===== config.mk =====
export PLATFORM = sky130hd
export DESIGN_NAME = ultrasonic_scheduler_flat
export DESIGN_NICKNAME = d
export VERILOG_FILES = /design/src/rtl/ultrasonic_scheduler_pkg.sv /design/src/rtl/ultrasonic_scheduler_if.sv /design/src/rtl/ultrasonic_scheduler_avg.sv /design/src/rtl/ultrasonic_scheduler.sv /design/src/flat_wrapper.sv
export SDC_FILE = /design/constraint.sdc
export NUM_CORES = 1
export LEC_CHECK = 0
export CAP_MARGIN = 20
export CELL_PAD_IN_SITES_DETAIL_PLACEMENT = 0
export CELL_PAD_IN_SITES_GLOBAL_PLACEMENT = 1
export CORE_MARGIN = 5
export CORE_UTILIZATION = 43
export CTS_CLUSTER_SIZE = 20
export DETAILED_ROUTE_END_ITERATION = 16
export PLACE_DENSITY_LB_ADDON = 0.1
export SETUP_SLACK_MARGIN = 0.3
export SYNTH_ARGS = -nofsm -noshare
export SYNTH_HDL_FRONTEND = slang
export SYNTH_SLANG_ARGS = --single-unit

===== constraint.sdc =====
create_clock -name clk -period 3.9 [get_ports clk]
set_input_delay 0.585 -clock clk [delete_from_list [all_inputs] [get_ports clk]]
set_output_delay 0.585 -clock clk [all_outputs]
set_load 0.01 [all_outputs]

===== src/rtl/ultrasonic_scheduler_pkg.sv =====
// Shared types and constants for the ultrasonic ranging scheduler.
// Optional averaging is selected with the ULTRASONIC_AVG_EN macro.
package ultrasonic_scheduler_pkg;

  localparam int unsigned COUNT_W            = 32'd32;
  localparam int unsigned ERR_W              = 32'd8;
  localparam int unsigned DEF_PERIOD_CYCLES  = 32'd3_000_000;
  localparam int unsigned DEF_TIMEOUT_CYCLES = 32'd1_500_000;

  typedef enum logic [2:0] {
    ST_IDLE    = 3'd0,
    ST_START   = 3'd1,
    ST_WAIT_HI = 3'd2,
    ST_WAIT_LO = 3'd3,
    ST_CAPTURE = 3'd4,
    ST_HOLDOFF = 3'd5
  } state_t;

  function automatic logic [ERR_W-1:0] sat_inc_err(input logic [ERR_W-1:0] v);
    return (v == {ERR_W{1'b1}}) ? v : v + ERR_W'(1'b1);
  endfunction

endpackage


===== src/rtl/ultrasonic_scheduler_if.sv =====
// Handshake between the scheduler (master) and the ultrasonic ranging core (slave).
interface ultrasonic_scheduler_if;
  import ultrasonic_scheduler_pkg::*;

  logic               us_ready_o;
  logic               us_trigger_i;
  logic               us_echo_i;
  logic [COUNT_W-1:0] us_count_i;

  modport master (output us_ready_o, input us_trigger_i, input us_echo_i, input us_count_i);
  modport slave  (input us_ready_o, output us_trigger_i, output us_echo_i, output us_count_i);

endinterface


===== src/rtl/ultrasonic_scheduler_avg.sv =====
// Block averager for captured echo counts; only built when ULTRASONIC_AVG_EN is defined.
`ifdef ULTRASONIC_AVG_EN
module ultrasonic_avg
  import ultrasonic_scheduler_pkg::*;
#(
  parameter int unsigned AVG_LOG2 = 32'd2
) (
  input  logic               clk,
  input  logic               rst,
  input  logic               sample_valid,
  input  logic [COUNT_W-1:0] sample,
  input  logic               discard,
  output logic [COUNT_W-1:0] avg,
  output logic               avg_valid
);

  localparam int unsigned ACC_W      = 32'd36;
  localparam logic [4:0]  BLOCK_LAST = 5'((32'd1 << AVG_LOG2) - 32'd1);

  logic [ACC_W-1:0]   acc_r;
  logic [4:0]         n_r;
  logic [COUNT_W-1:0] avg_r;
  logic               avg_valid_r;
  logic [ACC_W-1:0]   sum_s;
  logic [ACC_W-1:0]   shift_s;

  assign sum_s     = acc_r + {{(ACC_W-COUNT_W){1'b0}}, sample};
  assign shift_s   = sum_s >> AVG_LOG2;
  assign avg       = avg_r;
  assign avg_valid = avg_valid_r;

  // Accumulate one block of samples, publish its mean, drop partial blocks on discard
  always_ff @(posedge clk or negedge rst) begin
    if (!rst) begin
      acc_r       <= '0;
      n_r         <= 5'd0;
      avg_r       <= '0;
      avg_valid_r <= 1'b0;
    end else if (discard) begin
      acc_r       <= '0;
      n_r         <= 5'd0;
      avg_valid_r <= 1'b0;
    end else if (sample_valid) begin
      if (n_r == BLOCK_LAST) begin
        avg_r       <= shift_s[COUNT_W-1:0];
        avg_valid_r <= 1'b1;
        acc_r       <= '0;
        n_r         <= 5'd0;
      end else begin
        acc_r       <= sum_s;
        n_r         <= n_r + 5'd1;
        avg_valid_r <= 1'b0;
      end
    end else begin
      avg_valid_r <= 1'b0;
    end
  end

endmodule
`endif


===== src/rtl/ultrasonic_scheduler.sv =====
// Ping sequencer for the ultrasonic ranging core: start, echo wait, capture, timeout, holdoff.
// Define ULTRASONIC_AVG_EN to publish block averages instead of every capture.
module ultrasonic_scheduler
  import ultrasonic_scheduler_pkg::*;
#(
  parameter int unsigned PERIOD_CYCLES  = DEF_PERIOD_CYCLES,
  parameter int unsigned TIMEOUT_CYCLES = DEF_TIMEOUT_CYCLES,
`ifdef ULTRASONIC_AVG_EN
  parameter int unsigned AVG_LOG2       = 32'd2,
`endif
  parameter int unsigned HOLD_W         = COUNT_W
) (
  input  logic                  clk,
  input  logic                  rst,
  input  logic                  enable_i,
  input  logic                  single_i,
  ultrasonic_scheduler_if.master core,
  output logic [COUNT_W-1:0]    dist_o,
  output logic                  dist_valid_o,
  output logic                  timeout_o,
  output logic                  busy_o,
  output logic [ERR_W-1:0]      err_cnt_o
);

  // Counter value on the last cycle before timeout / end of holdoff
  localparam logic [HOLD_W-1:0] TO_LAST  = HOLD_W'(TIMEOUT_CYCLES - 32'd1);
  localparam logic [HOLD_W-1:0] PER_LAST = HOLD_W'(PERIOD_CYCLES - 32'd1);
  localparam logic [HOLD_W-1:0] CNT_MAX  = {HOLD_W{1'b1}};

  state_t             state_r;
  state_t             state_s;
  logic [HOLD_W-1:0]  cnt_r;
  logic               measuring_s;
  logic               timeout_s;
  logic               start_s;
  logic               ready_s;
  logic               busy_s;
  logic               capture_s;
  logic               us_ready_r;
  logic               busy_r;
  logic               timeout_r;
  logic [ERR_W-1:0]   err_cnt_r;

  assign measuring_s = (state_r == ST_START) || (state_r == ST_WAIT_HI) || (state_r == ST_WAIT_LO);
  assign timeout_s   = measuring_s && (cnt_r >= TO_LAST);

  // State register
  always_ff @(posedge clk or negedge rst) begin
    if (!rst) begin
      state_r <= ST_IDLE;
    end else begin
      state_r <= state_s;
    end
  end

  // Next-state logic; timeout takes priority over any core event in the same cycle
  always_comb begin
    state_s = state_r;
    case (state_r)
      ST_IDLE: begin
        if (single_i || enable_i) state_s = ST_START;
        else                      state_s = ST_IDLE;
      end
      ST_START: begin
        if (timeout_s)              state_s = ST_HOLDOFF;
        else if (core.us_trigger_i) state_s = ST_WAIT_HI;
        else                        state_s = ST_START;
      end
      ST_WAIT_HI: begin
        if (timeout_s)           state_s = ST_HOLDOFF;
        else if (core.us_echo_i) state_s = ST_WAIT_LO;
        else                     state_s = ST_WAIT_HI;
      end
      ST_WAIT_LO: begin
        if (timeout_s)            state_s = ST_HOLDOFF;
        else if (!core.us_echo_i) state_s = ST_CAPTURE;
        else                      state_s = ST_WAIT_LO;
      end
      ST_CAPTURE: state_s = ST_HOLDOFF;
      ST_HOLDOFF: begin
        if (cnt_r >= PER_LAST) state_s = enable_i ? ST_START : ST_IDLE;
        else                   state_s = ST_HOLDOFF;
      end
      default: state_s = ST_IDLE;
    endcase
  end

  // Output decode from the next state so the output registers line up with the state
  always_comb begin
    ready_s   = (state_s == ST_START);
    busy_s    = (state_s != ST_IDLE);
    capture_s = (state_r == ST_CAPTURE);
    start_s   = (state_s == ST_START) && (state_r != ST_START);
  end

  // Start-to-start counter: restarts on every entry to START, saturates at all ones
  always_ff @(posedge clk or negedge rst) begin
    if (!rst) begin
      cnt_r <= '0;
    end else if (start_s) begin
      cnt_r <= '0;
    end else if (cnt_r != CNT_MAX) begin
      cnt_r <= cnt_r + HOLD_W'(1'b1);
    end else begin
      cnt_r <= cnt_r;
    end
  end

  // Handshake, status and error-count output registers
  always_ff @(posedge clk or negedge rst) begin
    if (!rst) begin
      us_ready_r <= 1'b0;
      busy_r     <= 1'b0;
      timeout_r  <= 1'b0;
      err_cnt_r  <= '0;
    end else begin
      us_ready_r <= ready_s;
      busy_r     <= busy_s;
      timeout_r  <= timeout_s;
      err_cnt_r  <= timeout_s ? sat_inc_err(err_cnt_r) : err_cnt_r;
    end
  end

  assign core.us_ready_o = us_ready_r;
  assign busy_o          = busy_r;
  assign timeout_o       = timeout_r;
  assign err_cnt_o       = err_cnt_r;

`ifdef ULTRASONIC_AVG_EN
  ultrasonic_avg #(
    .AVG_LOG2 (AVG_LOG2)
  ) u_avg (
    .clk          (clk),
    .rst          (rst),
    .sample_valid (capture_s),
    .sample       (core.us_count_i),
    .discard      (timeout_s),
    .avg          (dist_o),
    .avg_valid    (dist_valid_o)
  );
`else
  logic [COUNT_W-1:0] dist_r;
  logic               dist_valid_r;

  // Publish every capture directly
  always_ff @(posedge clk or negedge rst) begin
    if (!rst) begin
      dist_r       <= '0;
      dist_valid_r <= 1'b0;
    end else begin
      dist_r       <= capture_s ? core.us_count_i : dist_r;
      dist_valid_r <= capture_s;
    end
  end

  assign dist_o       = dist_r;
  assign dist_valid_o = dist_valid_r;
`endif

endmodule


===== src/flat_wrapper.sv =====
// flat-port wrapper written by rule: the top's interface ports become plain ports
module ultrasonic_scheduler_flat import ultrasonic_scheduler_pkg::*;
#(
  parameter int unsigned PERIOD_CYCLES  = DEF_PERIOD_CYCLES,
  parameter int unsigned TIMEOUT_CYCLES = DEF_TIMEOUT_CYCLES,

  parameter int unsigned HOLD_W         = COUNT_W
)
  (clk, rst, enable_i, single_i, dist_o, dist_valid_o, timeout_o, busy_o, err_cnt_o, core_us_ready_o, core_us_trigger_i, core_us_echo_i, core_us_count_i);
  ultrasonic_scheduler_if core_i ();
  input  logic clk;
  input  logic rst;
  input  logic enable_i;
  input  logic single_i;
  output logic [COUNT_W-1:0] dist_o;
  output logic dist_valid_o;
  output logic timeout_o;
  output logic busy_o;
  output logic [ERR_W-1:0] err_cnt_o;
  output wire logic [$bits(core_i.us_ready_o)-1:0] core_us_ready_o;
  input wire logic [$bits(core_i.us_trigger_i)-1:0] core_us_trigger_i;
  input wire logic [$bits(core_i.us_echo_i)-1:0] core_us_echo_i;
  input wire logic [$bits(core_i.us_count_i)-1:0] core_us_count_i;
  assign core_us_ready_o = core_i.us_ready_o;
  assign core_i.us_trigger_i = core_us_trigger_i;
  assign core_i.us_echo_i = core_us_echo_i;
  assign core_i.us_count_i = core_us_count_i;
  ultrasonic_scheduler #(.PERIOD_CYCLES(PERIOD_CYCLES), .TIMEOUT_CYCLES(TIMEOUT_CYCLES), .HOLD_W(HOLD_W)) u_core (.clk(clk), .rst(rst), .enable_i(enable_i), .single_i(single_i), .core(core_i), .dist_o(dist_o), .dist_valid_o(dist_valid_o), .timeout_o(timeout_o), .busy_o(busy_o), .err_cnt_o(err_cnt_o));
endmodule

==> flow_summary.yaml <==
run_status:
  status: "finished clean"
logic_synthesis:
  synthArstFlopShare: 1.00
  synthMuxAreaShare: 0.104
  yosys.area.top_type: "dfrtp_1"
  synth_xor_area_frac: 0.0178
  synth_top_family_by_area: "simple AND/OR/NAND/NOR gates"
  netlist_area_um2: 3940
  ys.flop_type: "dfrtp_1"
  yosysSeqAreaShare: 0.502
  synthAdderAreaFrac: 0.00635
  synth_warnings: 0
  synthesis.nets: 398
  synthCells: 358
  ys_seq_elements: 79
  syn_area_per_cell_um2: 11.0
  synth_top_area_share: 0.502
  synthTopCellsByArea: "dfrtp_1 (50%), mux2_2 (9.7%), a22oi_1 (4.8%), nand3_1 (2.5%), or3_1 (2.5%)"
  yosys.area_share.simple: 0.212
  synth.distinct_cells: 54
  synth-edff-count: 0
  synth_compound_area_frac: 0.132
cells_and_area:
  nFillCells: 816
  nets: 474
  layout-drive-gt1-share: 0.157
  stdcell_area_um2: 5070
  antenna_cells: 0
  seq_area_um2: 1980
  syn2layout_area_growth_pct: 28.7
  multiInputGateArea_um2: 1880
timing:
  relSlewSlack: 0.299
  finalMaxSlewViolations: 0
  worst_slew_pin_slew_ps: 1040
  fmax_ghz: 0.373
  period_minus_slack_ps: 2680
  hold_viol: 0
  skew_ps: 11.9
  fin_setup_tns_ps: 0
  rsz0062_at_grt: "no"
  final-setup-viol-count: 0
  post-route-period-util: 0.687
detailed_routing:
  drt_first_iter_violations: 128
  ant_nets: 0
  via_per_inst: 5.77
  wl_per_cell_um: 17.3
  drc_errors: 0
  first_pass_iters: 4
  via_count: 3173
  routed_wl_um: 9520
flow_run:
  drv_cap: 0
placement:
  place_area_um2: 4840
  gp_congestion: 0.787
  port_buffers: 81
  dp_hpwl_um: 6510
worst_setup_path:
  start_kind: "flip-flop"
  worstPathMaxFanout: 10
  worstPathRequired_ps: 4130
  criticalPathCategory: "flip-flop to flip-flop"
  crit_slowest_cell: "a211oi_2"
  worstSetupEndpointType: "flip-flop"
  critPathArrivalTime_ps: 2910
  critical_path.cell_chain: "ha_1 -> and4_4 -> or4b_1 -> a211oi_2 -> and3b_1 -> mux2_4"
  critical-path-max-stage-delay_ps: 590
cts:
  cts.path.max_buffers: 2
  path_clk_slew_ps: 90
  holdBufCountCts: 0
  root_buffer: "clkbuf_8"
  cts_buffers: 9
  ctsResizeCount: 0
  cts_tree: "yes"
  cts_num_sinks: 79
  htree_levels: 3
  cts_setup_buffers: 0
  clk-insertion-delay-late_ps: 350
floorplan:
  die_area_um2: 11200
  start_util: 0.435
  die-width_um: 106
  io_pins: 82
  core-area_um2: 9060
  die_h_um: 106
  rows: 35
grt:
  grt_usage: 0.173
  grt_remaining_overflow: 0
  grt_pass1_vias: 3144
  antenna_found_initial: 0
  grt_max_degree: 80
  grt_pass1_wl_um: 15800
power_and_ir_drop:
  leakagePower_nw: 2.14
  ir_drop_mv: 0.223
  p_per_area_nw_per_um2: 569
min_path:
  hold_path.class: "primary input to asynchronous set/reset pin"
[power breakdown]
group / internal (W) / switching [W]
Sequential: 0.00104 / 0.000141
Clock: 0.000305 / 0.000330
Combinational: 0.000609 / 0.000458
Total: 0.00196 / 0.000929
[Yosys cell counts, drive strengths merged (2+ instances only)]
library cell and number:
or4 12, or3 16, ha 2, a21oi 9
nand4 9, and4 6, mux2 35, and2 4
buf 8, xor2 8, nand2b 2, nor2 8
nand4bb 2, o31ai 12, dfrtp 79, nor3b 3
a31oi 2, o21ai 15, nor3 5, a22oi 25
nor4 6, inv 4, nand2 22, and3 9
or4b 2, nand3 20, clkbuf 12, a211oi 3
or3b 2
[through the flow]
step | cells | setup slack [ps] | util | power [W] | hold slack, ps
after global routing | 550 | 1040 | 0.559 | 0.00306 | 122
final | 550 | 1220 | 0.559 | 0.00289 | 118
after detailed placement | 533 | 1260 | 0.534 | 0.00229 | 495
after global placement | 533 | 1280 | 0.534 | 0.00226 | 487
after CTS | 549 | 1230 | 0.556 | 0.00293 | 420
after floorplan | 358 | 1500 | - | 0.00171 | 289
[final timing paths]
check	start	end	slack, ps	cells past startpoint
max	u_core.cnt_r[0]$_DFFE_PN0P_	u_core.err_cnt_o[7]$_DFFE_PN0P_	1220	6
min	rst	u_core.err_cnt_o[0]$_DFFE_PN0P_	120	1
max reg2reg	u_core.cnt_r[0]$_DFFE_PN0P_	u_core.err_cnt_o[7]$_DFFE_PN0P_	1220	6
min reg2reg	u_core.dist_o[0]$_DFFE_PN0P_	u_core.dist_o[0]$_DFFE_PN0P_	510	1
max in group asynchronous	rst	u_core.cnt_r[5]$_DFFE_PN0P_	3200	2
min in group clk	u_core.dist_o[0]$_DFFE_PN0P_	u_core.dist_o[0]$_DFFE_PN0P_	510	1
[worst max-delay path: cells and delay by family, from the launching register on]
kind / cells / cell delay [ps]
AND/OR/NAND/NOR: 3 / 980
AO/OA/AOI/OAI: 1 / 590
flip-flops: 1 / 440
multiplexers: 1 / 290
adder cells (fa/ha/maj): 1 / 260
[cell type report]
class / instances / area share
sequential: 79 / 0.390
clock buffer: 9 / 0.0244
timing repair buffer: 85 / 0.169
multi-input combinational: 255 / 0.371
clock inverter: 7 / 0.0153
inverter: 4 / 0.00296
tap: 111 / 0.0274
[per-layer routing]
metal / GRT usage / part of all wire / up-vias
li1: - / - / 1523
met1: 0.232 / 0.45 / 1565
met2: 0.283 / 0.48 / 76
met3: 0.0294 / 0.051 / 9
met4: 0.0611 / 0.013 / 0
met5: 0 / 0 / -
[registers in the layout, summed over array words and instances (netlist names)]
name	cells
u_core.busy_o	1
u_core.core.us_ready_o	1
u_core.dist_o	32
u_core.cnt_r	32
u_core.dist_valid_o	1
u_core.timeout_o	1
u_core.err_cnt_o	8
u_core.state_r	3
[logic make-up after synthesis]
group / after synthesis
buffers and inverters: 24
XOR/XNOR: 8
adder cells (fa/ha/maj): 2
AND/OR/NAND/NOR: 133
multiplexers: 36
AO/OA/AOI/OAI: 76
flip-flops: 79
[cell usage in the layout, fill, tap and decap left out, drive strengths merged, types with 9 or more instances in the layout]
cell / n
o31ai: 12
nand2: 22
nand3: 20
or3: 16
a21oi: 9
a22oi: 25
or4: 12
nand4: 9
clkdlybuf4s50: 80
o21ai: 15
clkbuf: 9
dfrtp: 79
mux2: 35
and3: 9
Note: power is estimated with default switching activity, not from simulation.
